**src/rtl/add_seq_3b.sv**
```systemverilog
// Multi-cycle WIDTH-bit adder built from one shared 3-bit ripple slice.
// Operands are latched on an input handshake and summed LSB slice first, one slice per clock.
module full_add_3b (
  input  logic [2:0] a_i,
  input  logic [2:0] b_i,
  input  logic       cin_i,
  output logic [2:0] sum_o,
  output logic [2:0] cout_o
);
  logic [3:0] c;

  assign c[0] = cin_i;
  for (genvar i = 0; i < 3; i++) begin : g_bit
    assign sum_o[i] = a_i[i] ^ b_i[i] ^ c[i];
    assign c[i+1]   = (a_i[i] & b_i[i]) | (c[i] & (a_i[i] ^ b_i[i]));
  end
  assign cout_o = c[3:1];
endmodule

module add_seq_3b #(
  parameter int WIDTH = 12
) (
  input  logic             clk,
  input  logic             rst,
  input  logic             in_valid,
  output logic             in_ready,
  input  logic [WIDTH-1:0] a,
  input  logic [WIDTH-1:0] b,
  input  logic             cin,
  output logic             out_valid,
  input  logic             out_ready,
  output logic [WIDTH-1:0] sum,
  output logic             cout,
  output logic             busy
);
  localparam int NSLICE = WIDTH / 3;
  localparam int IW     = (NSLICE > 1) ? $clog2(NSLICE) : 1;

  if (WIDTH < 3 || (WIDTH % 3) != 0) begin : g_bad_width
    $error("add_seq_3b: WIDTH must be a multiple of 3 and at least 3");
  end

  typedef enum logic [1:0] {S_IDLE, S_RUN, S_DONE} state_e;

  state_e                 state_q, state_d;
  logic [NSLICE-1:0][2:0] a_q, a_d, b_q, b_d, sum_q, sum_d;
  logic                   c_q, c_d;
  logic [IW-1:0]          idx_q, idx_d;
  logic [2:0]             a_sl, b_sl, fa_sum, fa_co;
  logic [1:0]             unused_co;
  logic                   last_slice;

  assign last_slice = (idx_q == IW'(NSLICE - 1));

  // Slice mux written as a compare loop so NSLICE=1 needs no special indexing
  always_comb begin
    a_sl = a_q[0];
    b_sl = b_q[0];
    for (int s = 0; s < NSLICE; s++) begin
      if (idx_q == IW'(s)) begin
        a_sl = a_q[s];
        b_sl = b_q[s];
      end
    end
  end

  full_add_3b u_fa (
    .a_i   (a_sl),
    .b_i   (b_sl),
    .cin_i (c_q),
    .sum_o (fa_sum),
    .cout_o(fa_co)
  );
  assign unused_co = fa_co[1:0];

  always_ff @(posedge clk) begin
    if (rst) begin
      state_q <= S_IDLE;
      a_q     <= '0;
      b_q     <= '0;
      sum_q   <= '0;
      c_q     <= 1'b0;
      idx_q   <= '0;
    end else begin
      state_q <= state_d;
      a_q     <= a_d;
      b_q     <= b_d;
      sum_q   <= sum_d;
      c_q     <= c_d;
      idx_q   <= idx_d;
    end
  end

  always_comb begin
    state_d = state_q;
    unique case (state_q)
      S_IDLE:  if (in_valid)   state_d = S_RUN;
      S_RUN:   if (last_slice) state_d = S_DONE;
      S_DONE:  if (out_ready)  state_d = S_IDLE;
      default:                 state_d = S_IDLE;
    endcase
  end

  always_comb begin
    a_d   = a_q;
    b_d   = b_q;
    c_d   = c_q;
    idx_d = idx_q;
    sum_d = sum_q;
    if (state_q == S_IDLE && in_valid) begin
      a_d   = a;
      b_d   = b;
      c_d   = cin;
      idx_d = '0;
    end
    if (state_q == S_RUN) begin
      for (int s = 0; s < NSLICE; s++) begin
        if (idx_q == IW'(s)) sum_d[s] = fa_sum;
      end
      c_d = fa_co[2];
      if (!last_slice) idx_d = idx_q + IW'(1);
    end
  end

  always_comb begin
    in_ready  = (state_q == S_IDLE);
    out_valid = (state_q == S_DONE);
    busy      = (state_q != S_IDLE);
    sum       = sum_q;
    cout      = c_q;
  end
endmodule

```
**config.mk**
```make
export PLATFORM = sky130hd
export DESIGN_NAME = add_seq_3b
export DESIGN_NICKNAME = d
export VERILOG_FILES = /design/src/rtl/add_seq_3b.sv
export SDC_FILE = /design/constraint.sdc
export NUM_CORES = 1
export LEC_CHECK = 0
export CORE_UTILIZATION = 49
export DETAILED_ROUTE_END_ITERATION = 6
export PLACE_DENSITY = 0.79
export RECOVER_POWER = 100
export SLEW_MARGIN = 10
export SYNTH_ARGS = -nofsm -noshare
export SYNTH_HDL_FRONTEND = slang
export SYNTH_SLANG_ARGS = --single-unit
```
**constraint.sdc**
```tcl
create_clock -name clk -period 3.5 [get_ports clk]
set_input_delay 0.7 -clock clk [delete_from_list [all_inputs] [get_ports clk]]
set_output_delay 0.7 -clock clk [all_outputs]
set_load 0.05 [all_outputs]
```
# Word level (Yosys, flattened, before mapping)
# Index checks and enable logic that the tools add are counted.
# totals
in_bits	29
out_inout_bits	16
elab_cells	64
regBits	41
# classes
eq_ne	8
n_addsub	1
n_bitwise	15
reduce_logical	10
mux	15
# op_table
cell	n
$mux 3	6
$mux 2	6
$reduce_and 2->1	4
$and 1x1->1	6
$eq 2x2->1 const B	3
$pmux 2 s3	1
$xor 1x1->1	6
$eq 2x1->1 const B	2
$logic_not 2->1	2
$ne 2x2->1 const B	2
$reduce_bool 2->1	2
$or 1x1->1	3
$reduce_and 3->1	1
$add 2x1->2 const B	1
$mux 1	2
$ne 2x1->1 const B	1
$logic_and 1x1->1	1

# Depth between registers and ports, before layout
# Gate-level depths: netlist of the first run.
# depth
word_depth	12
ltp_mapped	11
depth_no_buf	10

# Modules after synthesis
# Synthesis of the first run repeated with hierarchy kept, for this count alone.
# unflattened
cells_unflattened	209
area_unflattened_um2	1846.8
# by_module_without_submodules
mod	instances	cells_per_inst	area_each_um2	seq_area_each_um2
add_seq_3b	1	206	1786.7	820.8
full_add_3b	1	3	60.1	0.0

# Least setup slack after synthesis of the first run
# OpenSTA, ideal clock, no wires.
# synth_path
kind	flip-flop to flip-flop
from	reg idx_q[0]
to	reg sum_q (netlist bit sum[11])
path_slack_ps	945
n_path_buf	1
stages_incl_launch_ff	11
arrival_time_ps	2470
required_time_ps	3414
setup_time_ps	86
synth_period_minus_slack_ps	2555
path_cell_list	dfxtp_1 inv_1 ha_1 clkbuf_1 o21ai_0 mux2_2 fa_1 inv_1 fa_1 fa_1 a211oi_1
# synth_between
elab_chain_len	10
elab_cells_between_ends	20
classes_between	eq/ne (3); mux (6); bitwise (10); reduce/logical (1)
# synth_lines
element	line_no	text
from (decl)	48	logic [IW-1:0] idx_q, idx_d;
from (signal assigned)	90	idx_q <= idx_d;
$eq 2x1->1	60	if (idx_q == IW'(s)) begin
$mux 3 (3 in a row)	60	
$xor 1x1->1	15	assign c[i+1] = (a_i[i] & b_i[i]) | (c[i] & (a_i[i] ^ b_i[i]));
$and 1x1->1	15	
$or 1x1->1	15	
$and 1x1->1	15	
$or 1x1->1	15	
$xor 1x1->1	14	assign sum_o[i] = a_i[i] ^ b_i[i] ^ c[i];
to (signal assigned)	88	sum_q <= sum_d;
to (decl)	46	logic [NSLICE-1:0][2:0] a_q, a_d, b_q, b_d, sum_q, sum_d;
# Parallel ways exist; a longest one is shown, timed or not.
# A chain may end at the register's enable or synchronous reset.

# Worst setup path after layout of the first run
# layout_path
from	reg idx_q[0]
to	reg sum_q (netlist bit sum[5])
# layout_between
elab_chain_len	10
elab_cells_between_ends	20
classes_between	eq/ne (3); mux (6); bitwise (10); reduce/logical (1)
# layout_lines
element	line_no
$eq 2x1->1	60, 118
$mux 3 (3 in a row)	60
$xor 1x1->1	15
$and 1x1->1	15
$or 1x1->1	15
$and 1x1->1	15
$or 1x1->1	15
$xor 1x1->1	14
# Parallel ways exist; a longest one is shown, timed or not.

==> impl_metrics.yaml, run 1 <==
sta:
  max_freq_mhz: 361
  setup_ws_ns: 0.729
  rsz0062_at_grt: "false"
  finalSetupViolCount: 0
  hold_viol: 0
  hold_ws_ns: 0.458
  fin_skew_ns: 0.00654
  timing.setup.tns_ns: 0
  min_period_ns: 2.77
  slew_viol_final: 0
  max_slew_margin: 0.371
  fin_crit_sh: 0.792
  worst_pin_slew_ns: 0.943
run_status:
  status: "complete, no violations"
synth:
  synth_area_um2: 1840
  syn_inst: 213
  yosysWarnings: 0
  synth_seq_cells: 41
  syn_nets: 249
  avgSynthCellArea_um2: 8.65
  synth_seq_area_share: 0.446
  ys_types: 26
drt:
  drc_errors: 0
  wire_per_inst_um: 12.6
  drt-pass1-iter-count: 4
  post_drt_via_cell_ratio: 5.09
  routed_wl_mm: 3.72
  postRouteAntennaNets: 0
  via_count: 1503
  drtIter0Drc: 59
clock_tree:
  cts_sinks: 41
  cts-buffers-inserted: 5
  cts_max_path_buffers: 2
  clock_latency_ns: 0.29
  clkTransAtPathRegs_ns: 0.07
  cts_tree: "built"
  htree_levels: 2
  ctsResizeCount: 0
  ctsRootBufferMaster: "clkbuf_8"
  cts_hold_buf: 0
  cts_setup_buffers: 0
worst_setup_path:
  crit_fanout: 13
  cp.required_ns: 3.70
  rrSetupSlack_ns: 0.73
  end_kind: "flip-flop"
  slowest_stage: "fa_1"
  path_cells: "inv_1 -> ha_1 -> nand2_1 -> o21ai_0 -> mux2_2 -> fa_1 -> inv_1 -> fa_1 -> fa_1 -> a211oi_1"
  path_common_cell: "fa_1"
  slowest_delay_ns: 0.48
  path_class: "reg2reg"
  cp.arrival_ns: 2.97
  critPathLaunchType: "flip-flop"
cells_and_area:
  drive_above_1_share: 0.0522
  fillCellCount: 322
  area_growth_pct: 26.6
  finalNonFillerCells: 295
  fin_nets: 285
  diodes: 0
grt:
  grt_pass1_vias: 1388
  grt_pass1_wl_mm: 6.46
  antenna_found_initial: 0
  grt_usage: 0.211
  grt_max_degree: 29
  overflow: 0
placed_design:
  pre_cts_slack_ns: 0.789
  dp_cells: 288
  dp_hpwl_mm: 2.59
  portBuffers: 44
  place_congestion: 0.791
floorplan:
  die_height_um: 63.3
  die_w_um: 63.3
  rows: 21
  core-area_um2: 3470
  pin_count: 45
  start_util: 0.531
  die_area_um2: 4010
power:
  power_mw: 1.00
  ir_worst_vdd_mv: 0.320
  power_density_nw_per_um2: 429
  power_leakage_nw: 0.886
worst_hold_path:
  hold_class: "reg2reg"
run:
  drv_cap: 0
critical path: cells and delay by family, from the launching register on:
kind                       cells  cell delay [ns]
adders and majority gates      4             1.38
DFF                            1             0.39
AOI/OAI and AO/OA              2             0.32
muxes                          1             0.29
buffers and inverters          2             0.17
and+or+nand+nor                1             0.12
cell usage in the layout (no fill, tap or decap), drive strengths merged:
cell type / count
nand2: 54
dfxtp: 41
a21oi: 28
clkdlybuf4s50: 26
dlygate4sd3: 18
mux2i: 14
nor2: 14
a211oi: 8
clkbuf: 8
o21ai: 6
inv: 5
and3b: 4
ha: 4
fa: 3
nor2b: 2
mux2: 2
or3b: 2
nand3: 2
buf: 2
or2: 1
nor3b: 1
nand2b: 1
nor3: 1
a2111oi: 1
nand3b: 1
final cells by class:
cell class	count	area, µm²	area share
Timing Repair Buffer	47	459	0.197
Inverter	5	18.8	0.00805
Clock buffer	7	86.3	0.0370
Sequential cell	41	821	0.352
Tap cell	46	57.6	0.0247
Multi-Input combinational cell	149	890	0.381
worst paths after layout:
| path | from | end | cells past startpoint |
|---|---|---|---|
| setup / recovery | idx_q[0]$_SDFF_PP0_ | sum[5]$_SDFFE_PP0P_ | 10 |
| hold / removal | a_q[8]$_SDFFE_PP0P_ | a_q[8]$_SDFFE_PP0P_ | 2 |
| setup reg to reg | idx_q[0]$_SDFF_PP0_ | sum[5]$_SDFFE_PP0P_ | 10 |
| hold reg to reg | a_q[8]$_SDFFE_PP0P_ | a_q[8]$_SDFFE_PP0P_ | 2 |
through the flow:
stage / cell area (µm²) / util
2_1_floorplan: 1840 / -
3_3_place_gp: 2260 / 0.650
3_5_place_dp: 2260 / 0.650
4_1_cts: 2340 / 0.675
5_1_grt: 2330 / 0.672
6_report: 2330 / 0.672
logic make-up (layout without fill, tap and decap cells):
logic type               after synthesis  count (layout)  share of synthesized area
flip-flops                            41              41                      0.446
adder cells (fa/ha/maj)                7               7                     0.0598
multiplexers                          16              16                     0.0883
buffers and inverters                 23              59                     0.0679
AO/OA/AOI/OAI                         43              43                      0.135
AND/OR/NAND/NOR                       83              83                      0.203
flip-flops by register name (all words and copies together) (netlist names):
signal,count
sum,12
b_q,12
a_q,12
cout,1
state_q,2
idx_q,2
Yosys cell counts:
cell / instances / share of area
o21ai_0: 6 / 0.016
nor2_1: 14 / 0.029
a21oi_1: 27 / 0.073
or3b_1: 2 / 0.0095
buf_2: 4 / 0.011
nand2_1: 54 / 0.11
buf_6: 4 / 0.024
mux2i_1: 14 / 0.076
a21oi_2: 1 / 0.0048
mux2_2: 2 / 0.012
or2_2: 1 / 0.0034
ha_1: 4 / 0.027
a2111oi_2: 1 / 0.0081
fa_1: 3 / 0.033
nor3b_4: 1 / 0.010
a211oi_1: 8 / 0.033
nor3_1: 1 / 0.0027
nor2b_1: 2 / 0.0068
inv_1: 5 / 0.010
nand3b_1: 1 / 0.0041
dfxtp_1: 41 / 0.45
nand3_1: 2 / 0.0054
nand2b_1: 1 / 0.0034
clkbuf_1: 9 / 0.018
buf_4: 1 / 0.0041
and3b_1: 4 / 0.019
per-layer routing:
layer,share of wire,vias up,GRT usage
li1,-,780,-
met1,0.44,673,0.256
met2,0.50,41,0.362
met3,0.037,9,0.0399
met4,0.021,0,0.0938
met5,0,-,0
report_power, final:
part           total, mW  switching (mW)  internal, mW
combinational      0.187           0.106        0.0806
sequential         0.510          0.0172         0.492
clock              0.304           0.148         0.156
(Power assumes the default switching activity.)
==> inputs of run 2 (changes only) <==
Clock period 3.5 ns to 2.65 ns, I/O delays scaled along.
==> impl_metrics.yaml, run 2 (synthesis gave the netlist of run 1 again) <==
power:
  power_density_nw_per_um2: 551
  power_leakage_nw: 0.914
  ir_worst_vdd_mv: 0.288
worst_setup_path:
  worstReg2RegEnd: "sum[8]$_SDFFE_PP0P_"
  end_kind: "flip-flop"
  cp.required_ns: 2.86
  worst-path-buf-inv: 2
  cp.arrival_ns: 2.78
  path_class: "reg2reg"
  crit_fanout: 4
  slowest_stage: "fa_2"
  rr_startpoint: "idx_q[1]$_SDFF_PP0_"
  critical-path-top-delay-family: "adder cells"
  critPathLaunchType: "flip-flop"
  rrSetupSlack_ns: 0.09
  reg2reg_depth: 10
  path_cells: "inv_2 -> ha_4 -> mux2i_1 -> o21ai_1 -> mux2_4 -> fa_2 -> inv_2 -> fa_2 -> fa_2 -> a211oi_2"
  path_common_cell: "fa_2"
  slowest_delay_ns: 0.50
grt:
  antenna_found_initial: 0
  overflow: 0
  grt_pass1_vias: 1442
  grt_usage: 0.218
  grt_pass1_wl_mm: 6.70
  grt_max_degree: 18
drt:
  postRouteAntennaNets: 0
  drc_errors: 0
  routed_wl_mm: 3.90
  wire_per_inst_um: 13.0
  drt-pass1-iter-count: 4
  post_drt_via_cell_ratio: 5.08
  drtIter0Drc: 74
  via_count: 1529
cells_and_area:
  drive_above_1_share: 0.129
  final_cell_mix: "nand2_1 (54), dfxtp_1 (39), clkdlybuf4s50_1 (30)"
  area_growth_pct: 31.9
  layout_commonest_cell: "nand2_1"
  fin_nets: 291
  fillCellCount: 287
  diodes: 0
  finalNonFillerCells: 301
sta:
  slew_viol_final: 0
  finalSetupViolCount: 0
  hold_viol: 0
  fin_crit_sh: 0.968
  fin_skew_ns: 0.00506
  max_freq_mhz: 390
  max_slew_margin: 0.514
  worst_pin_slew_ns: 0.726
  rsz0062_at_grt: "true"
  setup_ws_ns: 0.0852
  min_period_ns: 2.56
worst_hold_path:
  min_delay_path_depth: 2
  hold_class: "reg2reg"
  min_from: "a_q[3]$_SDFFE_PP0P_"
  holdPathEnd: "a_q[3]$_SDFFE_PP0P_"
run_status:
  status: "complete, no violations"
floorplan:
  rows: 21
  die_area_um2: 4010
  die_height_um: 63.3
  core-area_um2: 3470
  start_util: 0.531
  die_w_um: 63.3
  pin_count: 45
clock_tree:
  htree_levels: 2
  cts_tree: "built"
  cts_hold_buf: 0
  cts_setup_buffers: 0
  cts-buffers-inserted: 5
  cts_max_path_buffers: 2
  cts_sinks: 41
  ctsRootBufferMaster: "clkbuf_8"
  clock_latency_ns: 0.29
  clkTransAtPathRegs_ns: 0.07
run:
  drv_cap: 0
placed_design:
  place_congestion: 0.799
  portBuffers: 44
  dp_hpwl_mm: 2.83
  dp_cells: 294
  pre_cts_slack_ns: -0.0633
==> run 2: cell count changes in the layout (fill, tap and decap cells not counted), sizes merged <==
cell	delta
buf	+5
dlygate4sd3	-4
clkbuf	+1
clkdlybuf4s50	+4
==> run 2: final cells by class <==
type	count	area, µm²	share of cell area
clock buffer	7	86.3	0.0355
inverter	5	18.8	0.00773
multi-input combinational	149	940	0.387
sequential	41	826	0.340
tap	46	57.6	0.0237
timing repair buffer	53	500	0.206
==> run 2: metrics by stage <==
stage          utilization  cell area, µm²  total power, mW  hold slack (ns)  TNS (ns)
4_1_cts              0.694            2410             1.34            0.456         0
5_1_grt              0.700            2430             1.41            0.471   -0.0182
6_report             0.700            2430             1.34            0.457         0
3_5_place_dp         0.663            2300            0.947            0.447    -0.164
3_3_place_gp         0.663            2300            0.942            0.444         0
2_1_floorplan            -            1840            0.850            0.433         0
==> run 2: worst max path at each step <==
stage / slack (ns) / end / depth (start not counted) / start
after floorplan: 0.09 / sum[11]$_SDFFE_PP0P_ / 10 / idx_q[0]$_SDFF_PP0_
after global placement: 0.08 / sum[5]$_SDFFE_PP0P_ / 10 / idx_q[1]$_SDFF_PP0_
after detailed placement: -0.06 / sum[8]$_SDFFE_PP0P_ / 10 / idx_q[1]$_SDFF_PP0_
after CTS: 0.02 / sum[8]$_SDFFE_PP0P_ / 10 / idx_q[0]$_SDFF_PP0_
after global routing: -0.02 / sum[8]$_SDFFE_PP0P_ / 10 / idx_q[1]$_SDFF_PP0_
final: 0.09 / sum[8]$_SDFFE_PP0P_ / 10 / idx_q[1]$_SDFF_PP0_
==> run 2: layer usage <==
layer	part of all wire	global-route usage
met1	0.45	0.269
met2	0.49	0.366
met3	0.038	0.0562
met4	0.016	0.0739
met5	0	0
==> run 2: timing repair <==
item                                    4_1_cts  5_1_grt
endpoints found under the setup margin        4        5
cloned                                        0        0
pin swaps                                     0        4
gates resized for setup                       5       14
hold endpoints to repair                      0        0
==> run 2: power by group <==
part	internal, mW	switching (mW)	total, mW
logic	0.119	0.149	0.268
registers	0.650	0.0236	0.674
clock network	0.206	0.191	0.397
total	0.976	0.363	1.34
==> run 2: worst reg2reg max path, delay by kind of cell (launching register included) <==
kind            cells  cell delay (ns)
mux                 2             0.47
compound gates      2             0.31
buf+inv             2             0.15
fa+ha+maj           4             1.24
flops               1             0.34
==> inputs of run 3 (changes only) <==
Settings changed: CTS_CLUSTER_SIZE set to 28.
==> results of run 3 <==
No change in the layout: final DEF, timing and power equal those of run 2.
